--- src/rtl/pcpu_arb_pkg.sv ---
`default_nettype none
// ---------------------------------------------------------------------------
// pcpu_arb_pkg : shared types and constants for the IF/MEM RAM arbiter
// Revision     : 1.0 - initial release
// ---------------------------------------------------------------------------
package pcpu_arb_pkg;

  typedef enum logic [0:0] {
    ST_IDLE = 1'b0,
    ST_WAIT = 1'b1
  } arb_state_e;

  typedef enum logic [0:0] {
    OWN_IF  = 1'b0,
    OWN_MEM = 1'b1
  } arb_owner_e;

  localparam int unsigned RAM_DW = 32;
  localparam logic [3:0]  BE_ALL = 4'hF;

endpackage
`default_nettype wire

--- src/rtl/pcpu_arb_fair.sv ---
`default_nettype none
// ---------------------------------------------------------------------------
// pcpu_arb_fair : counts MEM wins while IF waits and forces IF through
// Revision      : 1.0 - initial release
// ---------------------------------------------------------------------------
module pcpu_arb_fair #(
  parameter int unsigned MAX_STREAK = 3
) (
  input  logic clk,
  input  logic rst,
  input  logic if_req,
  input  logic mem_gnt,
  input  logic if_gnt,
  output logic force_if
);

  localparam int unsigned SW = (MAX_STREAK < 1) ? 1 : $clog2(MAX_STREAK + 1);
  localparam logic [SW-1:0] STREAK_MAX = SW'(MAX_STREAK);

  logic [SW-1:0] streak_q;
  logic [SW-1:0] streak_d;

  always_comb begin
    streak_d = streak_q;
    if (!if_req || if_gnt) begin
      streak_d = '0;
    end else if (mem_gnt && (streak_q != STREAK_MAX)) begin
      streak_d = streak_q + 1'b1;
    end
  end

  always_ff @(posedge clk or posedge rst) begin
    if (rst) begin
      streak_q <= '0;
    end else begin
      streak_q <= streak_d;
    end
  end

  assign force_if = if_req && (streak_q == STREAK_MAX);

endmodule
`default_nettype wire

--- src/rtl/pcpu_mem_arb.sv ---
`default_nettype none
// ---------------------------------------------------------------------------
// pcpu_mem_arb : single-port RAM arbiter between CPU fetch and data ports.
//                Optional counters enabled by PCPU_ARB_STATS_EN.
// Revision     : 1.0 - initial release
// ---------------------------------------------------------------------------
module pcpu_mem_arb
  import pcpu_arb_pkg::*;
#(
  parameter int unsigned ADDR_W     = 10,
  parameter int unsigned RD_LAT     = 2,
  parameter int unsigned MAX_STREAK = 3
) (
  input  logic              clk,
  input  logic              rst,
  input  logic              if_req,
  input  logic [ADDR_W-1:0] if_addr,
  output logic              if_gnt,
  output logic              if_rvalid,
  output logic [RAM_DW-1:0] if_rdata,
  input  logic              mem_req,
  input  logic              mem_we,
  input  logic [3:0]        mem_be,
  input  logic [ADDR_W-1:0] mem_addr,
  input  logic [RAM_DW-1:0] mem_wdata,
  output logic              mem_gnt,
  output logic              mem_rvalid,
  output logic [RAM_DW-1:0] mem_rdata,
  output logic              ram_en,
  output logic              ram_we,
  output logic [3:0]        ram_be,
  output logic [ADDR_W-1:0] ram_addr,
  output logic [RAM_DW-1:0] ram_wdata,
  input  logic [RAM_DW-1:0] ram_rdata,
  output logic              stall_if,
  output logic              stall_mem
`ifdef PCPU_ARB_STATS_EN
  ,
  output logic [15:0]       conflict_cnt,
  output logic [15:0]       starve_cnt
`endif
);

  localparam int unsigned LAT_W = (RD_LAT > 1) ? $clog2(RD_LAT) : 1;
  localparam logic [LAT_W-1:0] LAT_LOAD = LAT_W'(RD_LAT - 1);

  arb_state_e       state_q, state_d;
  arb_owner_e       owner_q, owner_d;
  logic [LAT_W-1:0] lat_cnt_q, lat_cnt_d;

  logic resp;
  logic window;
  logic take_mem;
  logic force_if;

  // The response cycle doubles as an arbitration window so reads can pipeline.
  assign resp     = (state_q == ST_WAIT) && (lat_cnt_q == '0);
  assign window   = !rst && ((state_q == ST_IDLE) || resp);
  assign take_mem = mem_req && !force_if;
  assign mem_gnt  = window && take_mem;
  assign if_gnt   = window && if_req && !take_mem;

  assign ram_en    = if_gnt || mem_gnt;
  assign ram_we    = mem_gnt && mem_we;
  assign ram_be    = mem_gnt ? mem_be   : (if_gnt ? BE_ALL  : 4'h0);
  assign ram_addr  = mem_gnt ? mem_addr : (if_gnt ? if_addr : '0);
  assign ram_wdata = mem_gnt ? mem_wdata : '0;

  assign if_rvalid  = !rst && resp && (owner_q == OWN_IF);
  assign mem_rvalid = !rst && resp && (owner_q == OWN_MEM);
  assign if_rdata   = if_rvalid  ? ram_rdata : '0;
  assign mem_rdata  = mem_rvalid ? ram_rdata : '0;

  assign stall_if  = !rst && ((if_req && !if_gnt) ||
                     ((state_q == ST_WAIT) && (owner_q == OWN_IF) && !if_rvalid));
  assign stall_mem = !rst && ((mem_req && !mem_gnt) ||
                     ((state_q == ST_WAIT) && (owner_q == OWN_MEM) && !mem_rvalid));

  always_comb begin
    state_d   = state_q;
    owner_d   = owner_q;
    lat_cnt_d = lat_cnt_q;
    if (state_q == ST_WAIT) begin
      if (resp) begin
        state_d = ST_IDLE;
      end else begin
        lat_cnt_d = lat_cnt_q - 1'b1;
      end
    end
    if (ram_en && !ram_we) begin
      state_d   = ST_WAIT;
      lat_cnt_d = LAT_LOAD;
      owner_d   = mem_gnt ? OWN_MEM : OWN_IF;
    end
  end

  always_ff @(posedge clk or posedge rst) begin
    if (rst) begin
      state_q   <= ST_IDLE;
      owner_q   <= OWN_IF;
      lat_cnt_q <= '0;
    end else begin
      state_q   <= state_d;
      owner_q   <= owner_d;
      lat_cnt_q <= lat_cnt_d;
    end
  end

  pcpu_arb_fair #(
    .MAX_STREAK (MAX_STREAK)
  ) u_fair (
    .clk      (clk),
    .rst      (rst),
    .if_req   (if_req),
    .mem_gnt  (mem_gnt),
    .if_gnt   (if_gnt),
    .force_if (force_if)
  );

`ifdef PCPU_ARB_STATS_EN
  logic [15:0] conflict_cnt_q, conflict_cnt_d;
  logic [15:0] starve_cnt_q, starve_cnt_d;

  always_comb begin
    conflict_cnt_d = conflict_cnt_q;
    starve_cnt_d   = starve_cnt_q;
    if (if_req && mem_req && (conflict_cnt_q != 16'hFFFF)) begin
      conflict_cnt_d = conflict_cnt_q + 16'd1;
    end
    if (if_gnt && force_if && (starve_cnt_q != 16'hFFFF)) begin
      starve_cnt_d = starve_cnt_q + 16'd1;
    end
  end

  always_ff @(posedge clk or posedge rst) begin
    if (rst) begin
      conflict_cnt_q <= '0;
      starve_cnt_q   <= '0;
    end else begin
      conflict_cnt_q <= conflict_cnt_d;
      starve_cnt_q   <= starve_cnt_d;
    end
  end

  assign conflict_cnt = conflict_cnt_q;
  assign starve_cnt   = starve_cnt_q;
`endif

endmodule
`default_nettype wire

--- config.mk ---
export PLATFORM = sky130hd
export DESIGN_NAME = pcpu_mem_arb
export DESIGN_NICKNAME = d
export VERILOG_FILES = /design/src/rtl/pcpu_arb_pkg.sv /design/src/rtl/pcpu_arb_fair.sv /design/src/rtl/pcpu_mem_arb.sv
export SDC_FILE = /design/constraint.sdc
export NUM_CORES = 1
export LEC_CHECK = 0
export CAP_MARGIN = 25
export CORE_AREA = 2 2 81 83
export CTS_CLUSTER_SIZE = 16
export DETAILED_ROUTE_END_ITERATION = 10
export DIE_AREA = 0 0 83 85
export PLACE_DENSITY = 0.77
export SYNTH_ARGS = -nofsm -noshare
export SYNTH_HDL_FRONTEND = slang
export SYNTH_SLANG_ARGS = --single-unit
--- constraint.sdc ---
create_clock -name clk -period 2.1 [get_ports clk]
set_clock_uncertainty 0.2 [all_clocks]
set_input_delay 0.42 -clock clk [delete_from_list [all_inputs] [get_ports clk]]
set_output_delay 0.42 -clock clk [all_outputs]
set_load 0.1 [all_outputs]
==> qor.csv, run 1 <==
metric,value,unit
seqPwrFrac,4.5,%
drt-vias-per-instance,4.84,
hold_viol_final,0,
syn_nets,255,
synthToLayoutAreaGrowth,402,%
irDropWorstVdd,0.446,mV
antenna_found_initial,0,
place_hpwl,6830,um
h-tree-depth,1,
grt_pass1_vias,2472,
grt_first_pass_wirelength,13600,um
ys_seq_area_share,11.0,%
synth_top_area_cell,and2_1,
synth_seq_cells,5,
die_h,85,um
io_buffer_count,210,
yosysMostFrequentCell,and2_1,
required,1480,ps
clockBufferDepth,2,
syn_inst,161,
fin_crit,2460,ps
cts_sinks,5,
yosys.area_share.adder,1.10,%
p_per_area,602,mW/mm2
synthFlopType,dfrtp_1,
synth_compound_area_share,17.5,%
dieArea,0.00706,mm2
tightest_slew,284,ps
fmax,0.406,GHz
finalSetupViolCount,117,
crit_fanout,5,
initial_utilization,18.4,%
synth_top_family_by_area,simple AND/OR/NAND/NOR gates,
synth.mux.area_fraction,0,%
combPwrFrac,90.1,%
failed_checks,negative setup slack,
start_kind,flip-flop,
drive_gt1_share,73.1,%
cts.reportedPaths.clkPinSlew,40,ps
critPathArrivalTime,1840,ps
dp.cells,458,
insertion_delay,230,ps
finalNonFillerCells,497,
synth.top_cell.area_share,53.2,%
p_leak,2.48,nW
fp-row-count,29,
avgSynthCellArea,7.08,um2
synth_edf_count,0,
ios,211,
hold_path_class,in2async,
synthSimpleGateAreaFrac,62.8,%
synth_area,0.00114,mm2
swShare,53.5,%
diodes,0,
cts_tree,built,
cts_hold_buf,0,
nets,515,
async_reset_ff_share,100,%
finalPower,3.45,mW
drt_iter0_markers,56,
path_delay_family,buffers and inverters,
period_share,117,%
end_kind,output pin,
track_usage,24.5,%
yosys.cell_types.count,27,
wl_per_cell,22.6,um
drt-pass1-iter-count,4,
pwr-share-clk,5.4,%
layout_setup_ws,-363,ps
crit_slowest_cell,dfrtp_1,
place.gp.congestion,0.768,
numCtsBuffers,3,
core,0.00620,mm2
worstPathCellList,buf_6 -> a21oi_4 -> and3_4 -> buf_8 -> clkbuf_16 -> and2_4 -> buf_12,
yosys_warnings,0,
nFillCells,183,
synthTopCellsByCount,"97 x and2_1, 10 x a22o_1, 7 x buf_2",
maxSlewHeadroom,81.0,%
cts_root_buf,clkbuf_8,
grt_setup_unrepaired,yes,
drc,0,
max_stage_delay,410,ps
cap_violations,0,
wl,11200,um
fp.dieW,83,um
path_buf_inv,4,
route.vias.total,2406,
ys_top_cells_by_area,"and2_1 53%, dfrtp_1 11%, a22o_1 7.7%",
grt_max_degree,34,
gr-total-overflow,0,
status,"complete, but fails checks",
intPower,1.60,mW
slew_viol_final,0,
switchingPower,1.85,mW
fin_tns_setup,-31400,ps
antenna_left,0,
critPathKind,reg2out,
synth_xor_area_share,0,%
==> worst reg2reg max path: cells and delay by family, from the launching register on <==
family	cells	cell delay (ps)
AOI/OAI and AO/OA	1	320
adders and majority gates	1	190
buffers and inverters	3	400
DFF	1	420
and+or+nand+nor	2	280
==> placed cells by master (no fill, tap or decap), types with 2 or more instances in the layout <==
| cell | count |
|---|---|
| clkdlybuf4s50_1 | 89 |
| and3_4 | 2 |
| buf_6 | 14 |
| nand2b_1 | 2 |
| buf_12 | 125 |
| inv_1 | 2 |
| buf_4 | 25 |
| and2_4 | 97 |
| buf_8 | 4 |
| a21o_4 | 4 |
| a22o_4 | 10 |
| clkbuf_16 | 8 |
| a221o_1 | 2 |
| clkbuf_8 | 3 |
| buf_16 | 2 |
| dfrtp_1 | 5 |
| nand3_1 | 2 |
| nand2_1 | 2 |
| a21boi_0 | 2 |
| a21oi_4 | 2 |
==> registers in the layout, summed over array words and instances (netlist names) <==
name             cells
owner_q              1
u_fair.streak_q      2
lat_cnt_q            1
state_q              1
==> logic make-up (layout without fill, tap and decap cells) <==
logic type / after synthesis / after routing
and+or+nand+nor: 113 / 113
AOI/OAI and AO/OA: 24 / 24
buffers and inverters: 18 / 277
DFF: 5 / 5
adders and majority gates: 1 / 1
==> path summary, 6_finish.rpt <==
path                                          from                 end  slack, ps  depth (start not counted)
max in group asynchronous                      rst             state_q       1420                          3
worst min-delay path                           rst  u_fair.streak_q[0]         90                          3
min in group clk                            if_req  u_fair.streak_q[1]        420                          3
worst min register to register  u_fair.streak_q[1]  u_fair.streak_q[1]        440                          2
worst max register to register  u_fair.streak_q[0]           lat_cnt_q        150                          7
worst max-delay path                     lat_cnt_q       ram_wdata[10]       -360                          7
==> timing repair <==
action | CTS | global route
pin swaps | 33 | 38
gates resized for setup | 35 | 39
hold endpoints to repair | 0 | 0
gates cloned | 5 | 10
endpoints found under the setup margin | 118 | 118
setup buffers | 14 | 10
==> per-layer routing <==
layer  wire length, um  vias up  GRT usage (%)
met5                 0        -              0
met1              3540     1129           22.3
met3               776       43           5.35
met4               519        0           7.30
met2              6390      191           52.6
li1                  -     1043              -
==> power groups by stage <==
stage               Combinational (mW)  Clock (mW)  Sequential, mW
finish                            3.11       0.187           0.154
global route                      3.17       0.194           0.156
CTS                               2.89       0.175           0.148
detailed placement                2.66           0           0.149
global placement                  2.62           0           0.148
floorplan                         1.62           0           0.141
==> stage by stage <==
step	hold slack, ps	setup WS, ps	cell area (um2)	utilization, %
floorplan	-1.48	-183	1550	-
global placement	330	-464	5030	81.1
detailed placement	353	-493	5030	81.1
CTS	181	-250	5420	87.4
global route	114	-410	5730	92.3
finish	92.4	-363	5730	92.3
==> cell type report <==
type	count	area (um2)	area share, %
well taps	77	96.3	1.68
inverters	3	11.3	0.197
flip-flops and latches	5	125	2.18
repair buffers	270	4070	71.1
clock buffers	4	45.0	0.787
multi-input cells	138	1380	24.0
No activity file was read; power rests on OpenSTA's default activity.
==> run 2, diff against run 1 <==
==> constraint.sdc (replaced) <==
create_clock -name clk -period 2.7 [get_ports clk]
set_clock_uncertainty 0.2 [all_clocks]
set_input_delay 0.54 -clock clk [delete_from_list [all_inputs] [get_ports clk]]
set_output_delay 0.54 -clock clk [all_outputs]
set_load 0.1 [all_outputs]
==> run 2 against run 1 <==
  * Highest routed layer unchanged
  * Critical path type unchanged
  * Sequential cell count did not move
  * Final area down 15%
  * The run now ends clean
  * Sequential share of layout area up 0.41 points
  * Non-clock buffer count fell by 41
  * Via count is 18% lower
  * First-iteration DRC count shrank 64%
==> qor.csv, run 2 (synthesis gave the netlist of run 1 again) <==
metric,value,unit,change
nets,474,,-8.0%
layout_setup_ws,79.3,ps,+443 ps
finalPower,2.25,mW,-35%
path_buf_inv,2,,-2
insertion_delay,220,ps,about the same
antenna_found_initial,0,,unchanged
max_stage_delay,390,ps,-20 ps
hold_viol_final,0,,unchanged
end_kind,output pin,,
nFillCells,366,,+100%
place.gp.congestion,0.863,,+12%
layout_common_cells,"123 x buf_12, 89 x clkdlybuf4s50_1, 63 x and2_1",,
multiInputGateArea,0.00106,mm2,-23%
placed_cell_area,0.00468,mm2,-7.0%
cp_common_cell,buf_12,,
gr-total-overflow,0,,unchanged
antenna_left,0,,unchanged
grt_first_pass_wirelength,11100,um,-18%
fin_hold_ws,349,ps,+256 ps
fmax,0.382,GHz,
cts_sinks,5,,unchanged
synthToLayoutAreaGrowth,327,%,
h-tree-depth,1,,unchanged
drt_iter0_markers,20,,-64%
slew_viol_final,0,,unchanged
initial_utilization,18.4,%,unchanged
p_per_area,462,mW/mm2,-23%
diodes,0,,unchanged
wl,7310,um,-35%
core,0.00620,mm2,unchanged
route.vias.total,1976,,-18%
grt_max_degree,34,,unchanged
cts_tree,built,,
numCtsBuffers,3,,unchanged
largest_reg_flops,2,,unchanged
drive_gt1_share,51.5,%,-22 points
irDropWorstVdd,0.296,mV,-34%
dieArea,0.00706,mm2,unchanged
start_kind,flip-flop,,
die_h,85,um,unchanged
p_leak,2.06,nW,-17%
cap_violations,0,,unchanged
worstPathCellList,ha_1 -> nand2b_1 -> and3_2 -> buf_12 -> a22o_2 -> buf_12,,
ios,211,,unchanged
final_common_cell,buf_12,,
critPathKind,reg2out,,
seqCellArea,126,um2,+1.0%
stdcell_area,0.00487,mm2,-15%
drc,0,,unchanged
cts_root_buf,clkbuf_8,,
top_register,u_fair.streak_q,,
cts_hold_buf,0,,unchanged
status,"finished, final reports clean",,
drt-vias-per-instance,4.33,,-10%
preCtsSetupSlack,-168,ps,+325 ps
path_delay_family,simple AND/OR/NAND/NOR gates,,
io_buffer_count,210,,unchanged
clockBufferDepth,2,,unchanged
wl_per_cell,16.0,um,-29%
finalSetupViolCount,0,,-100%
utilization,78.5,%,-14 points
tightest_slew,265,ps,-19.2 ps
place_hpwl,6300,um,-7.6%
fp.dieW,83,um,unchanged
drt-pass1-iter-count,3,,-1
fp-row-count,29,,unchanged
cts.reportedPaths.clkPinSlew,40,ps,about the same
fin_crit,2620,ps,
grt_pass1_vias,2069,,-16%
r2r_slack,860,ps,+710 ps
hold_path_class,reg2reg,,
track_usage,19.8,%,-4.7 points
crit_fanout,18,,+13
period_share,97.1,%,
crit_slowest_cell,dfrtp_1,,
required,1960,ps,+480 ps
critPathArrivalTime,1880,ps,+40 ps
maxSlewHeadroom,82.2,%,+1.2 points
[run 2: final timing paths]
check / startpoint / end / depth (start not counted)
worst max-delay path: u_fair.streak_q[0] / ram_addr[5] / 6
worst min-delay path: u_fair.streak_q[1] / u_fair.streak_q[1] / 2
worst max register to register: u_fair.streak_q[0] / state_q / 5
worst min register to register: u_fair.streak_q[1] / u_fair.streak_q[1] / 2
max in group asynchronous: rst / state_q / 5
min in group asynchronous: rst / lat_cnt_q / 5
[run 2: routing by layer]
layer	global-route usage, %	wire [um]
met5	0	0
met4	4.77	127
met1	19.0	2280
met3	4.47	562
met2	41.8	4340
[run 2: where the power goes]
part / internal (mW) / switching, mW / total (mW) / leakage [nW]
Combinational: 0.779 / 1.21 / 1.99 / 1.98
Clock: 0.102 / 0.0409 / 0.143 / 0.0228
Sequential: 0.0942 / 0.0269 / 0.121 / 0.0624
[run 2: layout make-up]
type / instances / share of cell area [%]
clock buffer: 4 / 0.924
inverter: 3 / 0.231
multi-input combinational: 138 / 21.8
sequential: 5 / 2.59
tap: 77 / 1.98
timing repair buffer: 229 / 72.5
[run 2: through the flow]
stage          TNS (ps)  instances
2_1_floorplan         0        161
3_3_place_gp      -6760        446
3_5_place_dp     -10460        446
4_1_cts               0        455
5_1_grt           -1.90        456
6_report              0        456
[run 2: tightest hold or removal path: cells and delay by family (launching register included)]
family          cells  cell delay, ps
flops               1             370
simple gates        1              60
compound gates      1              70
[run 2: timing repair]
item	4_1_cts	5_1_grt
setup endpoints to repair	113	23
buffers inserted	4	1
pin swaps	3	1
resized for setup	32	4
cloned	1	0
